===== config.mk =====
export PLATFORM = sky130hd
export DESIGN_NAME = barret_rr_sched_2143
export DESIGN_NICKNAME = d
export VERILOG_FILES = /design/src/rtl/barret_rr_sched_2143.sv
export SDC_FILE = /design/constraint.sdc
export NUM_CORES = 1
export LEC_CHECK = 0
export ABC_AREA = 0
export CAP_MARGIN = 10
export CORE_MARGIN = 3
export CORE_UTILIZATION = 55
export DETAILED_ROUTE_END_ITERATION = 7
export GPL_TIMING_DRIVEN = 1
export PLACE_DENSITY_LB_ADDON = 0.25
export SYNTH_ARGS = -nofsm -noshare
export SYNTH_HDL_FRONTEND = slang
export SYNTH_SLANG_ARGS = --single-unit

===== constraint.sdc =====
create_clock -name clk -period 14.8 [get_ports clk]
set_input_delay 2.96 -clock clk [delete_from_list [all_inputs] [get_ports clk]]
set_output_delay 2.96 -clock clk [all_outputs]
set_load 0.02 [all_outputs]

===== src/rtl/barret_rr_sched_2143.sv =====
// Round-robin scheduler feeding a shared 2-stage mod-2143 Barrett reducer, with ID-tagged responses.
// Optional macro BARRET_RANGE_CHECK_EN flags operands >= 2143^2 (rsp_err=1, rsp_data=0).
module barret_rr_sched_2143 #(
  parameter int unsigned NUM_REQ = 4,
  parameter int unsigned Q       = 2143,
  localparam int unsigned IDW    = $clog2(NUM_REQ)
) (
  input  logic                  clk,
  input  logic                  rst_n,
  input  logic [NUM_REQ-1:0]    req_valid,
  input  logic [23*NUM_REQ-1:0] req_data,
  output logic [NUM_REQ-1:0]    req_ready,
  output logic                  rsp_valid,
  input  logic                  rsp_ready,
  output logic [11:0]           rsp_data,
  output logic [IDW-1:0]        rsp_id,
  output logic                  rsp_err,
  output logic                  busy
);

  if (Q != 2143 || NUM_REQ < 2 || NUM_REQ > 8) begin : g_cfg_chk
    $error("barret_rr_sched_2143: unsupported Q or NUM_REQ");
  end

  // run_q gives a synchronous release: no grants until the first edge after rst_n rises
  logic           run_q;
  logic           a_valid_q;
  logic [22:0]    a_q;
  logic [IDW-1:0] a_id_q;
  logic           b_valid_q;
  logic [11:0]    b_data_q;
  logic [IDW-1:0] b_id_q;
  logic [IDW-1:0] ptr_q, ptr_d;

  logic               b_adv, a_adv;
  logic               gnt_any;
  logic [IDW-1:0]     gnt_id;
  logic [IDW-1:0]     idx;
  logic [NUM_REQ-1:0] gnt;
  logic [22:0]        sel_a;

  assign b_adv = !b_valid_q || rsp_ready;
  assign a_adv = !a_valid_q || b_adv;

  always_comb begin
    gnt_any = 1'b0;
    gnt_id  = '0;
    idx     = '0;
    gnt     = '0;
    for (int unsigned k = 0; k < NUM_REQ; k++) begin
      idx = IDW'((32'(ptr_q) + k) % NUM_REQ);
      if (run_q && a_adv && !gnt_any && req_valid[idx]) begin
        gnt_any = 1'b1;
        gnt_id  = idx;
      end
    end
    if (gnt_any) gnt[gnt_id] = 1'b1;
    if (!gnt_any)                          ptr_d = ptr_q;
    else if (gnt_id == IDW'(NUM_REQ - 1))  ptr_d = '0;
    else                                   ptr_d = gnt_id + 1'b1;
  end

  assign req_ready = gnt;
  assign sel_a     = req_data[32'(gnt_id)*23 +: 23];

  // q1*7828 can exceed 23 bits for in-range operands, so the product is carried at 24 bits
  logic [10:0] q1;
  logic [23:0] prod, tq, r0;
  logic [11:0] t, red;

  always_comb begin
    q1   = a_q[22:12];
    prod = 24'(q1) * 24'd7828;
    t    = 12'(prod >> 12);
    tq   = 24'(t) * 24'd2143;
    r0   = {1'b0, a_q} - tq;
    red  = (r0 >= 24'd2143) ? 12'(r0 - 24'd2143) : r0[11:0];
  end

`ifdef BARRET_RANGE_CHECK_EN
  logic a_err_q, b_err_q;

  always_ff @(posedge clk or negedge rst_n) begin
    if (!rst_n) begin
      a_err_q <= 1'b0;
      b_err_q <= 1'b0;
    end else begin
      if (gnt_any) a_err_q <= (sel_a >= 23'd4592449);
      if (b_adv && a_valid_q) b_err_q <= a_err_q;
    end
  end

  assign rsp_err  = b_err_q;
  assign rsp_data = b_err_q ? 12'd0 : b_data_q;
`else
  assign rsp_err  = 1'b0;
  assign rsp_data = b_data_q;
`endif

  always_ff @(posedge clk or negedge rst_n) begin
    if (!rst_n) begin
      run_q     <= 1'b0;
      ptr_q     <= '0;
      a_valid_q <= 1'b0;
      a_q       <= '0;
      a_id_q    <= '0;
      b_valid_q <= 1'b0;
      b_data_q  <= '0;
      b_id_q    <= '0;
    end else begin
      run_q <= 1'b1;
      ptr_q <= ptr_d;
      if (a_adv) begin
        a_valid_q <= gnt_any;
        if (gnt_any) begin
          a_q    <= sel_a;
          a_id_q <= gnt_id;
        end
      end
      if (b_adv) begin
        b_valid_q <= a_valid_q;
        if (a_valid_q) begin
          b_data_q <= red;
          b_id_q   <= a_id_q;
        end
      end
    end
  end

  assign rsp_valid = b_valid_q;
  assign rsp_id    = b_id_q;
  assign busy      = a_valid_q | b_valid_q;

endmodule


Word level (Yosys, flattened, before mapping)
Index checks and enable logic that the tools add are counted.
Storage, ports and cells
  flip-flop bits (word level): 44
  output and inout bits: 21
  input port bits: 99
Cells by class
  equal/unequal tests: 1
  multipliers: 3
  $add $sub $neg: 6
  reduce and logical (&&, ||, !) cells: 18
  muxes and demuxes: 21
  bitwise operators: 1
  $lt $le $gt $ge: 7
  shifts and indexed selects: 1
Operators by type and width (count)
  variable part select 92 x 8 -> 23 bit: 1
  greater-or-equal comparator 24 x 12 -> 1 bit, second input constant: 1
  multiplier 12 x 12 -> 24 bit, second input constant: 1
  subtractor 23 x 24 -> 24 bit: 1
  multiplier 11 x 11 -> 22 bit, second input constant: 1
  less-than comparator 2 x 3 -> 1 bit, second input constant: 5
  two-way mux 12 bit: 1
  subtractor 12 bit, second input constant: 1
  two-way mux 2 bit: 5
  logical AND 1 bit: 9
  two-way mux 1 bit: 9
  binary-select mux 1 bit (select 2 bit): 4
  multiplier 2 x 5 -> 7 bit, second input constant: 1
  logical NOT 1 bit: 5
  adder 2 x 1 -> 2 bit, second input constant: 2
  adder 2 bit, second input constant: 2
  two-way mux 4 bit: 1
  AND reduction 2 bit: 2
  demux 1 bit (select 2 bit): 1
  == test 2 bit, second input constant: 1
  greater-or-equal comparator 2 x 1 -> 1 bit, second input constant: 1
  logical OR 1 bit: 2
  bitwise OR 1 bit: 1

Longest topological paths before layout
Gate-level depths: netlist (run 1).
  word-level depth: 23
  mapped depth: 42

Least setup slack after synthesis (run 1)
No wires, ideal clock.
  path kind: register to register
  start: register a_q[14]
  end: register b_data_q[2] (netlist: rsp_data[2])
  required time: 14.669 ns
  stages on the path, launching flop included: 41
  path buffers: 1
  setup slack: 4.908 ns
  setup time: 0.131 ns
  arrival time: 9.760 ns
  period minus slack after synthesis: 9.892 ns
  cells stage by stage: dfrtp_1 -> inv_1 -> fa_1 -> inv_1 -> fa_1 -> inv_1 -> fa_1 -> inv_1 -> fa_1 -> inv_1 -> fa_1 -> inv_1 -> ha_1 -> a2111oi_2 -> nand2_1 -> a21oi_1 -> o21ai_1 -> o41ai_2 -> [5 not listed] -> fa_1 -> inv_1 -> fa_1 -> fa_1 -> inv_1 -> fa_1 -> inv_1 -> ha_1 -> and2_1 -> a21boi_0 -> nor2_1 -> a21oi_1 -> mux2_2 -> o211ai_2 -> o2111ai_1 -> buf_2 -> o2111ai_1 -> nand3_1
Between the ends
  longest elaborated chain between the ends: 5
  elaborated cells on any way between the ends: 6
  those cells by class: add/sub (2); mul (2); order compare (1); mux (1)
Ends and longest elaborated chain
  start: declaration: RTL line 28  | logic [22:0] a_q;
  start signal: assignment: RTL line 116  | a_q <= sel_a;
  multiplier 11 x 11 -> 22 bit: RTL line 73  | prod = 24'(q1) * 24'd7828;
  multiplier 12 x 12 -> 24 bit: RTL line 75  | tq = 24'(t) * 24'd2143;
  subtractor 23 x 24 -> 24 bit *: RTL line 76  | r0 = {1'b0, a_q} - tq;
  greater-or-equal comparator 24 x 12 -> 1 bit / subtractor 12 bit (equally long branches): RTL line 77  | red = (r0 >= 24'd2143) ? 12'(r0 - 24'd2143) : r0[11:0];
  two-way mux 12 bit *: RTL line 77
  end signal: assignment: RTL line 123  | b_data_q <= red;
  end: declaration: RTL line 31  | logic [11:0] b_data_q;
Mark *: on every way between the ends. The rest lies on a longest branch, timed or not.
A chain may end at the register's enable or synchronous reset.

Final worst setup path (run 1)
  start: register a_q[14]
  end: register b_data_q[1] (netlist: rsp_data[1])
Same word-level chain as after synthesis.

==> flow_summary.json, run 1 <==
{
  "cells_after_synth": 1054,
  "antenna_violating_nets_post_route": 0,
  "hp-start": "a_id_q[1]",
  "clkLatencyLatePin_ns": 0.30,
  "initial_utilization_pct": 56.7,
  "detailedPlace.worstSlack_ns": 3.56,
  "worst-path-buf-inv": 10,
  "ioPinCount": 120,
  "postSynthNetCount": 1415,
  "place_congestion": 0.962,
  "setup-tns-final_ns": 0,
  "rows": 47,
  "status": "complete, no violations",
  "post_route_cells_drive_above_1_share_pct": 6.25,
  "slew_headroom_pct": 31.9,
  "num_vias": 7553,
  "setup.reg_to_reg.worst_slack_ns": 3.44,
  "viasPerCell": 5.51,
  "cts_htree_levels": 2,
  "largest_net_degree_at_the_start_of_global_routing": 52,
  "critPathTopFamily": "adder cells",
  "route.detailed.wl_per_inst_um": 15.8,
  "achievable-frequency_mhz": 88.0,
  "max_cap_violations": 0,
  "synth.area.top_cells": "sky130_fd_sc_hd__ha_1 22%, sky130_fd_sc_hd__fa_1 20%, sky130_fd_sc_hd__dfrtp_1 12%",
  "clock_tree.buffer_depth": 2,
  "seq_area_frac_synth_pct": 11.6,
  "global_route.overflow_total": 0,
  "kind_of_path_behind_the_tightest_hold_check": "flop to flop",
  "grt_pass1_vias": 7745,
  "critPathMaxFanout": 11,
  "slew_viol_final": 0,
  "period_share_pct": 76.8,
  "drt_drc_violations_left": 0,
  "most-common-layout-cells": "217 x sky130_fd_sc_hd__inv_1, 167 x sky130_fd_sc_hd__ha_1, 117 x sky130_fd_sc_hd__clkdlybuf4s50_1",
  "path_common_cell": "sky130_fd_sc_hd__inv_1",
  "cts-buffers-inserted": 5,
  "path_clk_slew_ns": 0.06,
  "die-area_sq_um": 18900,
  "fin_skew_ns": 0.00803,
  "timing.critical_path.slowest_cell_delay_ns": 0.54,
  "synth.distinct_cells": 79,
  "path_class": "flop to flop",
  "synth_area_per_cell_sq_um": 9.02,
  "antennaDiodeCount": 0,
  "crit_slowest_cell": "sky130_fd_sc_hd__fa_1",
  "hpwlAfterDp_um": 18400,
  "worst-endpoint-arrival_ns": 11.51,
  "cts_post_setup_buffers_inserted": 0,
  "final_setup_violation_count": 0,
  "finalHoldViolCount": 0,
  "grt_first_pass_wirelength_um": 36300,
  "width_of_the_die_um": 137,
  "critical_path.endpoint_type": "flop",
  "r2r_cells": 39,
  "grt_setup_unrepaired": "false",
  "design.final.nets": 1512,
  "cts_root_buffer": "sky130_fd_sc_hd__clkbuf_16",
  "cts_sinks": 44,
  "antenna_found_initial": 0,
  "placement.io_buffers": 118,
  "synth_top_area_share_pct": 22.0,
  "die_height_um": 137,
  "mappedNetlistArea_sq_um": 9510,
  "dominantRegCellSynth": "sky130_fd_sc_hd__dfrtp_1",
  "layout_filler_cell_count": 1393,
  "area_growth_synth_to_finish_pct": 15.1,
  "synth.yosys.warnings": 0,
  "synth-seq-cells": 44,
  "layout_commonest_cell": "sky130_fd_sc_hd__inv_1",
  "timing.final.ws_setup_ns": 3.44,
  "hold_buffers": 0,
  "coreArea_sq_um": 16800,
  "synth_enable_flop_cells": 0,
  "timing.hold.worst_endpoint": "rsp_id[1]",
  "min_delay_path_depth": 2,
  "cts_resized": 0,
  "drtPass1Iterations": 5,
  "worst-endpoint-required_ns": 14.95,
  "grt.total_usage_pct": 24.2,
  "worst_slew_pin_slew_ns": 1.02,
  "yosysTopAreaCell": "sky130_fd_sc_hd__ha_1",
  "holdWs_ns": 0.471,
  "worstSetupStartpointType": "flop",
  "drt_first_iter_violations": 360,
  "route.final.wire_length_um": 21600,
  "r2r_end": "rsp_data[1]",
  "tritoncts_clock_tree": "done",
  "synth_async_sr_flop_share_pct": 100,
  "worst_r2r_startpoint": "a_q[14]",
  "timing.final.crit_period_ns": 11.36
}
[metrics by stage]
step | instance area (sq um) | instances | utilization (%)
floorplan | 9510 | 1054 | -
global placement | 10800 | 1364 | 64.4
detailed placement | 10800 | 1364 | 64.4
CTS | 10900 | 1372 | 65.3
global route | 10900 | 1372 | 65.3
finish | 10900 | 1372 | 65.3
[cell type report]
cell class              instances  area (sq um)  area share, %
multi-input cells             760          7400           67.6
repair buffers                121          1200           10.9
flip-flops and latches         44          1100           10.1
inverters                     219           822           7.51
well taps                     220           275           2.51
clock buffers                   6           139           1.27
clock inverters                 2          10.0         0.0914
[logic make-up (layout without fill, tap and decap cells)]
| kind of cell | Yosys count | count (layout) | share of synthesized area [%] |
|---|---|---|---|
| AO/OA/AOI/OAI | 172 | 172 | 13.0 |
| XOR/XNOR | 34 | 34 | 3.29 |
| adder cells (fa/ha/maj) | 262 | 262 | 42.0 |
| buffers and inverters | 250 | 348 | 10.7 |
| flip-flops | 44 | 44 | 11.6 |
| multiplexers | 76 | 76 | 8.49 |
| other | 2 | 2 | 0.0790 |
| AND/OR/NAND/NOR | 214 | 214 | 10.9 |
[synthesized netlist by cell type, types with 4 or more instances]
cell type                   number
sky130_fd_sc_hd__inv_1         217
sky130_fd_sc_hd__ha_1          167
sky130_fd_sc_hd__fa_1           95
sky130_fd_sc_hd__nand2_1        75
sky130_fd_sc_hd__mux2i_1        48
sky130_fd_sc_hd__dfrtp_1        44
sky130_fd_sc_hd__nor2_1         42
sky130_fd_sc_hd__a21oi_1        33
sky130_fd_sc_hd__nand3_1        30
sky130_fd_sc_hd__o21ai_0        28
sky130_fd_sc_hd__mux2_2         27
sky130_fd_sc_hd__o21ai_1        20
sky130_fd_sc_hd__xor2_1         19
sky130_fd_sc_hd__clkbuf_1       13
sky130_fd_sc_hd__xnor2_1        13
sky130_fd_sc_hd__a21o_1         12
sky130_fd_sc_hd__nand4_1        10
sky130_fd_sc_hd__nor3_1         10
sky130_fd_sc_hd__o211ai_1       10
sky130_fd_sc_hd__and2_1          9
sky130_fd_sc_hd__buf_2           7
sky130_fd_sc_hd__a22oi_1         6
sky130_fd_sc_hd__and3_1          6
sky130_fd_sc_hd__a31oi_1         5
sky130_fd_sc_hd__buf_4           5
sky130_fd_sc_hd__buf_6           5
sky130_fd_sc_hd__a21oi_2         4
sky130_fd_sc_hd__nand2b_1        4
sky130_fd_sc_hd__nor2b_1         4
sky130_fd_sc_hd__nor4_1          4
sky130_fd_sc_hd__o2111ai_1       4
sky130_fd_sc_hd__o211ai_2        4
sky130_fd_sc_hd__o21a_1          4
sky130_fd_sc_hd__or2_2           4
[sequential cells by signal, summed over array words and instances (netlist names)]
name	cells
rsp_valid	1
a_id_q	2
rsp_data	12
a_q	23
rsp_id	2
run_q	1
a_valid_q	1
ptr_q	2
[worst min-delay path, stage by stage (launching register included)]
cell and delay (ns):
sky130_fd_sc_hd__dfrtp_1 0.34, sky130_fd_sc_hd__nand2_1 0.05, sky130_fd_sc_hd__nand2_1 0.05
[routing by layer]
metal | up-vias | global-route usage [%] | routed length, um
li1 | 3713 | - | -
met3 | 30 | 3.80 | 1240
met2 | 229 | 40.3 | 10100
met1 | 3581 | 32.6 | 9790
met5 | - | 0 | 0
met4 | 0 | 6.93 | 450
[worst max path at each step]
stage	cells past startpoint	slack (ns)	end	start
detailed placement	39	3.56	rsp_data[1]	a_q[14]
global route	39	2.71	rsp_data[1]	a_q[13]
floorplan	40	4.91	rsp_data[2]	a_q[14]
CTS	39	3.51	rsp_data[1]	a_q[14]
finish	39	3.44	rsp_data[1]	a_q[14]
global placement	38	3.76	rsp_data[2]	a_q[13]
Power of run 1 is not shown: default switching activity piles up to over one toggle a cycle in this logic, so the estimate is an artifact.
==> run 2: changes to the inputs <==
--- a/config.mk
+++ b/config.mk
@@ -8,7 +8,7 @@
 export ABC_AREA = 0
 export CAP_MARGIN = 10
 export CORE_MARGIN = 3
-export CORE_UTILIZATION = 55
+export CORE_UTILIZATION = 53
 export DETAILED_ROUTE_END_ITERATION = 7
 export GPL_TIMING_DRIVEN = 1
 export PLACE_DENSITY_LB_ADDON = 0.25
==> constraint.sdc (replaced) <==
create_clock -name clk -period 9.7 [get_ports clk]
set_input_delay 1.94 -clock clk [delete_from_list [all_inputs] [get_ports clk]]
set_output_delay 1.94 -clock clk [all_outputs]
set_load 0.02 [all_outputs]
==> run 2 against run 1 <==
  * The run now ends with negative setup slack left
  * Wire length rose by 15%
  * Cell count rose by 8.5%
  * Register-to-register slack got worse by 3.7 ns
  * Via count grew 6.6%
  * Utilization increased by 6.4 points
  * First-iteration DRC count up 5.8%
  * Sequential cell count is the same
  * Global-route usage is 0.63 points higher
  * Worst setup slack worse by 3.7 ns
  * Count of clock-buffer cells in the layout unchanged
  * Critical path depth unchanged
  * Largest cell class unchanged
==> flow_summary.json, run 2 (synthesis results as in run 1) <==
{
  "status": "complete, but fails checks",
  "violated_checks": "negative setup slack",
  "worst-endpoint-required_ns": 9.84,
  "cts_sinks": 44,
  "wl_met1_um": 10200,
  "layout_commonest_cell": "sky130_fd_sc_hd__inv_1",
  "achievable-frequency_mhz": 101,
  "place_congestion": 0.910,
  "placedInstanceArea_sq_um": 11700,
  "timing.critical_path.slowest_cell_delay_ns": 0.63,
  "topRoutingLayerUsed": "met4",
  "layout.cell_area.non_filler_sq_um": 12500,
  "grt_pass1_vias": 8374,
  "hpwlAfterDp_um": 19600,
  "grt.total_usage_pct": 24.8,
  "largest-register": "a_q",
  "global_route.overflow_total": 0,
  "layout_filler_cell_count": 1284,
  "ioPinCount": 120,
  "path_common_cell": "sky130_fd_sc_hd__inv_2",
  "viasPerCell": 5.40,
  "worstSetupStartpoint": "a_q[14]",
  "path_class": "flop to flop",
  "flip_flop_count_of_the_largest_register_all_copies_and_words_added": 23,
  "antenna_found_initial": 0,
  "die_height_um": 140,
  "tritoncts_clock_tree": "done",
  "die-area_sq_um": 19600,
  "placement.io_buffers": 118,
  "period_share_pct": 102,
  "worstSetupStartpointType": "flop",
  "initial_utilization_pct": 54.6,
  "final_setup_violation_count": 12,
  "grt_first_pass_wirelength_um": 39900,
  "critical_path.endpoint_type": "flop",
  "most-common-layout-cells": "192 x sky130_fd_sc_hd__inv_1, 149 x sky130_fd_sc_hd__ha_1, 117 x sky130_fd_sc_hd__clkdlybuf4s50_1",
  "worst-endpoint-arrival_ns": 10.09,
  "coreArea_sq_um": 17400,
  "critPathMaxFanout": 6,
  "timing.final.crit_period_ns": 9.94,
  "drt_drc_violations_left": 0,
  "worst_slew_pin_slew_ns": 0.910,
  "wl_met2_um": 12900,
  "cts_htree_levels": 2,
  "antennaDiodeCount": 0,
  "cts_root_buffer": "sky130_fd_sc_hd__clkbuf_16",
  "area_growth_synth_to_finish_pct": 31.4,
  "route.final.wire_length_um": 24800,
  "design.final.nets": 1624,
  "routed-wl-met3_um": 959,
  "drtPass1Iterations": 5,
  "rows": 48,
  "holdWs_ns": 0.478,
  "route.detailed.wl_per_inst_um": 16.7,
  "drt_first_iter_violations": 381,
  "worst_r2r_startpoint": "a_q[14]",
  "timing.final.ws_setup_ns": -0.242,
  "path_clk_slew_ns": 0.07,
  "antenna_violating_nets_post_route": 0,
  "clock_tree.buffer_depth": 2,
  "crit_slowest_cell": "sky130_fd_sc_hd__fa_2",
  "slew_viol_final": 0,
  "grt_setup_unrepaired": "true",
  "kind_of_path_behind_the_tightest_hold_check": "flop to flop",
  "max_cap_violations": 0,
  "width_of_the_die_um": 140,
  "finalHoldViolCount": 0,
  "largest_net_degree_at_the_start_of_global_routing": 45,
  "hp-start": "rsp_id[0]",
  "cts-buffers-inserted": 5,
  "clkLatencyLatePin_ns": 0.31,
  "finish.utilization_pct": 71.8,
  "num_vias": 8048,
  "slew_headroom_pct": 39.2,
  "detailedPlace.worstSlack_ns": -0.495,
  "post_route_cells_drive_above_1_share_pct": 22.6,
  "fin_skew_ns": 0.00742
}
==> run 2: worst max-delay path: cells and delay by family (launching register included) <==
family	cells	cell delay [ns]
AOI/OAI and AO/OA	12	2.07
xor gates and xnor gates	1	0.18
adders and majority gates	12	5.57
buffers and inverters	10	0.67
DFF	1	0.40
muxes	1	0.31
and+or+nand+nor	3	0.55
==> run 2: area by class of cell <==
type                    instances  area [sq um]  share of cell area [%]
multi-input cells             760          8020                    64.2
clock inverters                 2          38.8                   0.310
inverters                     219           822                    6.58
flip-flops and latches         44          1100                    8.83
well taps                     225           282                    2.25
repair buffers                233          2090                    16.7
clock buffers                   6           139                    1.11
==> run 2: routing by layer <==
metal  vias up  global-route usage, %
li1       3941                      -
met5         -                      0
met2       224                   45.3
met4         0                   7.96
met3        55                   3.28
met1      3828                   30.3
==> run 2: metrics by stage <==
stage	std cells	setup TNS, ns
2_1_floorplan	1054	0
3_3_place_gp	1466	-1.94
3_5_place_dp	1466	-5.06
4_1_cts	1484	-0.0100
5_1_grt	1489	-5.95
6_report	1489	-2.43
==> run 2: path summary, 6_finish.rpt <==
| kind | to | slack [ns] | cells after the start |
|---|---|---|---|
| worst max register to register | rsp_data[1] | -0.24 | 39 |
| max in group asynchronous | a_q[13] | 7.54 | 2 |
| worst min-delay path | rsp_id[0] | 0.48 | 2 |
| worst min register to register | rsp_id[0] | 0.48 | 2 |
| worst max-delay path | rsp_data[1] | -0.24 | 39 |
| min in group asynchronous | rsp_data[10] | 1.71 | 2 |
==> run 2: timing repair <==
action                                  4_1_cts  5_1_grt
resized for setup                            60       48
endpoints found under the setup margin       12       12
pin swaps                                    39       49
hold buffers                                  0        0
hold endpoints to repair                      0        0
cloned                                        2        0
buffers inserted                             10        6
Power of run 2 is left out for the same reason.
==> run 3: changes to the inputs <==
--- a/config.mk
+++ b/config.mk
@@ -12,6 +12,8 @@
 export DETAILED_ROUTE_END_ITERATION = 7
 export GPL_TIMING_DRIVEN = 1
 export PLACE_DENSITY_LB_ADDON = 0.25
+export REMOVE_ABC_BUFFERS = 1
+export SETUP_SLACK_MARGIN = 0.4
 export SYNTH_ARGS = -nofsm -noshare
 export SYNTH_HDL_FRONTEND = slang
 export SYNTH_SLANG_ARGS = --single-unit
==> run 3 against run 2 <==
  * Count of clock-buffer cells in the layout is the same
  * First-iteration DRC count is 5.0% lower
  * Global-route usage is 1.5 points lower
  * Utilization down 0.47 points
  * The run still ends with negative setup slack left
  * Critical path type unchanged
  * Maximum frequency is 1.7% higher
  * Cell count increased by 0.60%
  * Highest routed layer unchanged
==> flow_summary.json, run 3 (synthesis results as in run 1) <==
{
  "timing.final.crit_period_ns": 9.78,
  "hpwlAfterDp_um": 18100,
  "worst-endpoint-arrival_ns": 9.96,
  "layout_commonest_cell": "sky130_fd_sc_hd__inv_1",
  "placement.io_buffers": 118,
  "grt_first_pass_wirelength_um": 38100,
  "kind_of_path_behind_the_tightest_hold_check": "flop to flop",
  "design.final.nets": 1633,
  "cts_htree_levels": 2,
  "timing.critical_path.slowest_cell_delay_ns": 0.56,
  "period_share_pct": 101,
  "worst-endpoint-required_ns": 9.89,
  "post_route_cells_drive_above_1_share_pct": 20.9,
  "path_common_cell": "sky130_fd_sc_hd__fa_1",
  "grt_setup_unrepaired": "true",
  "largest-register": "a_q",
  "grt_pass1_vias": 8321,
  "route.detailed.wl_per_inst_um": 15.3,
  "grt.total_usage_pct": 23.3,
  "drtPass1Iterations": 5,
  "initial_utilization_pct": 54.6,
  "cts_root_buffer": "sky130_fd_sc_hd__clkbuf_16",
  "die_height_um": 140,
  "max_cap_violations": 0,
  "most-common-layout-cells": "203 x sky130_fd_sc_hd__inv_1, 153 x sky130_fd_sc_hd__ha_1, 117 x sky130_fd_sc_hd__clkdlybuf4s50_1",
  "flip_flop_count_of_the_largest_register_all_copies_and_words_added": 23,
  "antennaDiodeCount": 0,
  "clkLatencyLatePin_ns": 0.30,
  "cts_sinks": 44,
  "width_of_the_die_um": 140,
  "drt_first_iter_violations": 362,
  "global_route.overflow_total": 0,
  "holdWs_ns": 0.481,
  "route.final.wire_length_um": 22900,
  "clock_tree.buffer_depth": 2,
  "rows": 48,
  "critical_path.endpoint_type": "flop",
  "viasPerCell": 5.38,
  "coreArea_sq_um": 17400,
  "placedInstanceArea_sq_um": 11600,
  "worst_slew_pin_slew_ns": 0.926,
  "antenna_found_initial": 0,
  "critPathMaxFanout": 7,
  "layout.cell_area.non_filler_sq_um": 12400,
  "worstSetupStartpointType": "flop",
  "antenna_violating_nets_post_route": 0,
  "finalHoldViolCount": 0,
  "place_congestion": 0.945,
  "tritoncts_clock_tree": "done",
  "crit_slowest_cell": "sky130_fd_sc_hd__fa_1",
  "cts-buffers-inserted": 5,
  "drt_drc_violations_left": 0,
  "ff_latch_area_sq_um": 1100,
  "slew_viol_final": 0,
  "ioPinCount": 120,
  "timing.final.ws_setup_ns": -0.0759,
  "num_vias": 8058,
  "die-area_sq_um": 19600,
  "path_class": "flop to flop",
  "hold_buffers": 0,
  "multi_input_area_sq_um": 7860,
  "violated_checks": "negative setup slack",
  "path_clk_slew_ns": 0.07,
  "detailedPlace.worstSlack_ns": -0.444,
  "layout_filler_cell_count": 1307,
  "area_growth_synth_to_finish_pct": 30.6,
  "slew_headroom_pct": 38.1,
  "status": "complete, but fails checks",
  "fin_skew_ns": 0.00697,
  "achievable-frequency_mhz": 102,
  "final_setup_violation_count": 8,
  "largest_net_degree_at_the_start_of_global_routing": 48,
  "setup.reg_to_reg.worst_slack_ns": -0.08
}
[run 3: cell count changes in the layout (fill, tap and decap cells not counted), moves of 4 or more]
cell and delta:
sky130_fd_sc_hd__inv_1 +11, sky130_fd_sc_hd__buf_6 +7, sky130_fd_sc_hd__a21oi_1 +4, sky130_fd_sc_hd__a21oi_2 -4, sky130_fd_sc_hd__ha_1 +4, sky130_fd_sc_hd__ha_4 -5
sky130_fd_sc_hd__inv_2 -11, sky130_fd_sc_hd__xor2_1 +4
[run 3: cell type report]
| class | count | area share [%] |
|---|---|---|
| clock buffers | 6 | 1.12 |
| multi-input cells | 760 | 63.3 |
| flip-flops and latches | 44 | 8.87 |
| well taps | 225 | 2.27 |
| repair buffers | 242 | 17.5 |
| inverters | 219 | 6.62 |
| clock inverters | 2 | 0.312 |
[run 3: worst max-delay path, delay by kind of cell, from the launching register on]
| family | cells | cell delay (ns) |
|---|---|---|
| AOI/OAI and AO/OA | 7 | 1.43 |
| DFF | 1 | 0.40 |
| and+or+nand+nor | 9 | 1.27 |
| buffers and inverters | 9 | 1.12 |
| adders and majority gates | 12 | 5.45 |
[run 3: path summary, 6_finish.rpt]
check,cells after the start,endpoint,start
setup / recovery,37,rsp_data[2],a_q[13]
max in group asynchronous,2,a_q[16],rst_n
hold / removal,2,a_q[6],a_q[6]
setup reg to reg,37,rsp_data[2],a_q[13]
min in group asynchronous,2,rsp_data[11],rst_n
hold reg to reg,2,a_q[6],a_q[6]
[run 3: metrics by stage]
stage | TNS [ns] | utilization, % | std cells
after floorplan | -3.37 | - | 1023
after global placement | -2.71 | 66.7 | 1475
after detailed placement | -4.67 | 66.7 | 1475
after CTS | 0 | 69.9 | 1490
after global routing | -4.61 | 71.3 | 1498
final | -0.292 | 71.3 | 1498
[run 3: timing repair]
action | 4_1_cts | 5_1_grt
pin swaps | 37 | 46
gates resized for setup | 66 | 43
cloned | 1 | 2
buffers inserted | 6 | 6
endpoints found under the setup margin | 12 | 12
[run 3: metal layers]
layer / up-vias / global-route usage, % / wire length, um
met5: - / 0 / 0
li1: 3952 / - / -
met3: 56 / 3.89 / 954
met2: 232 / 41.4 / 11700
met4: 0 / 6.73 / 654
met1: 3818 / 29.2 / 9680
Power of run 3 is left out for the same reason.
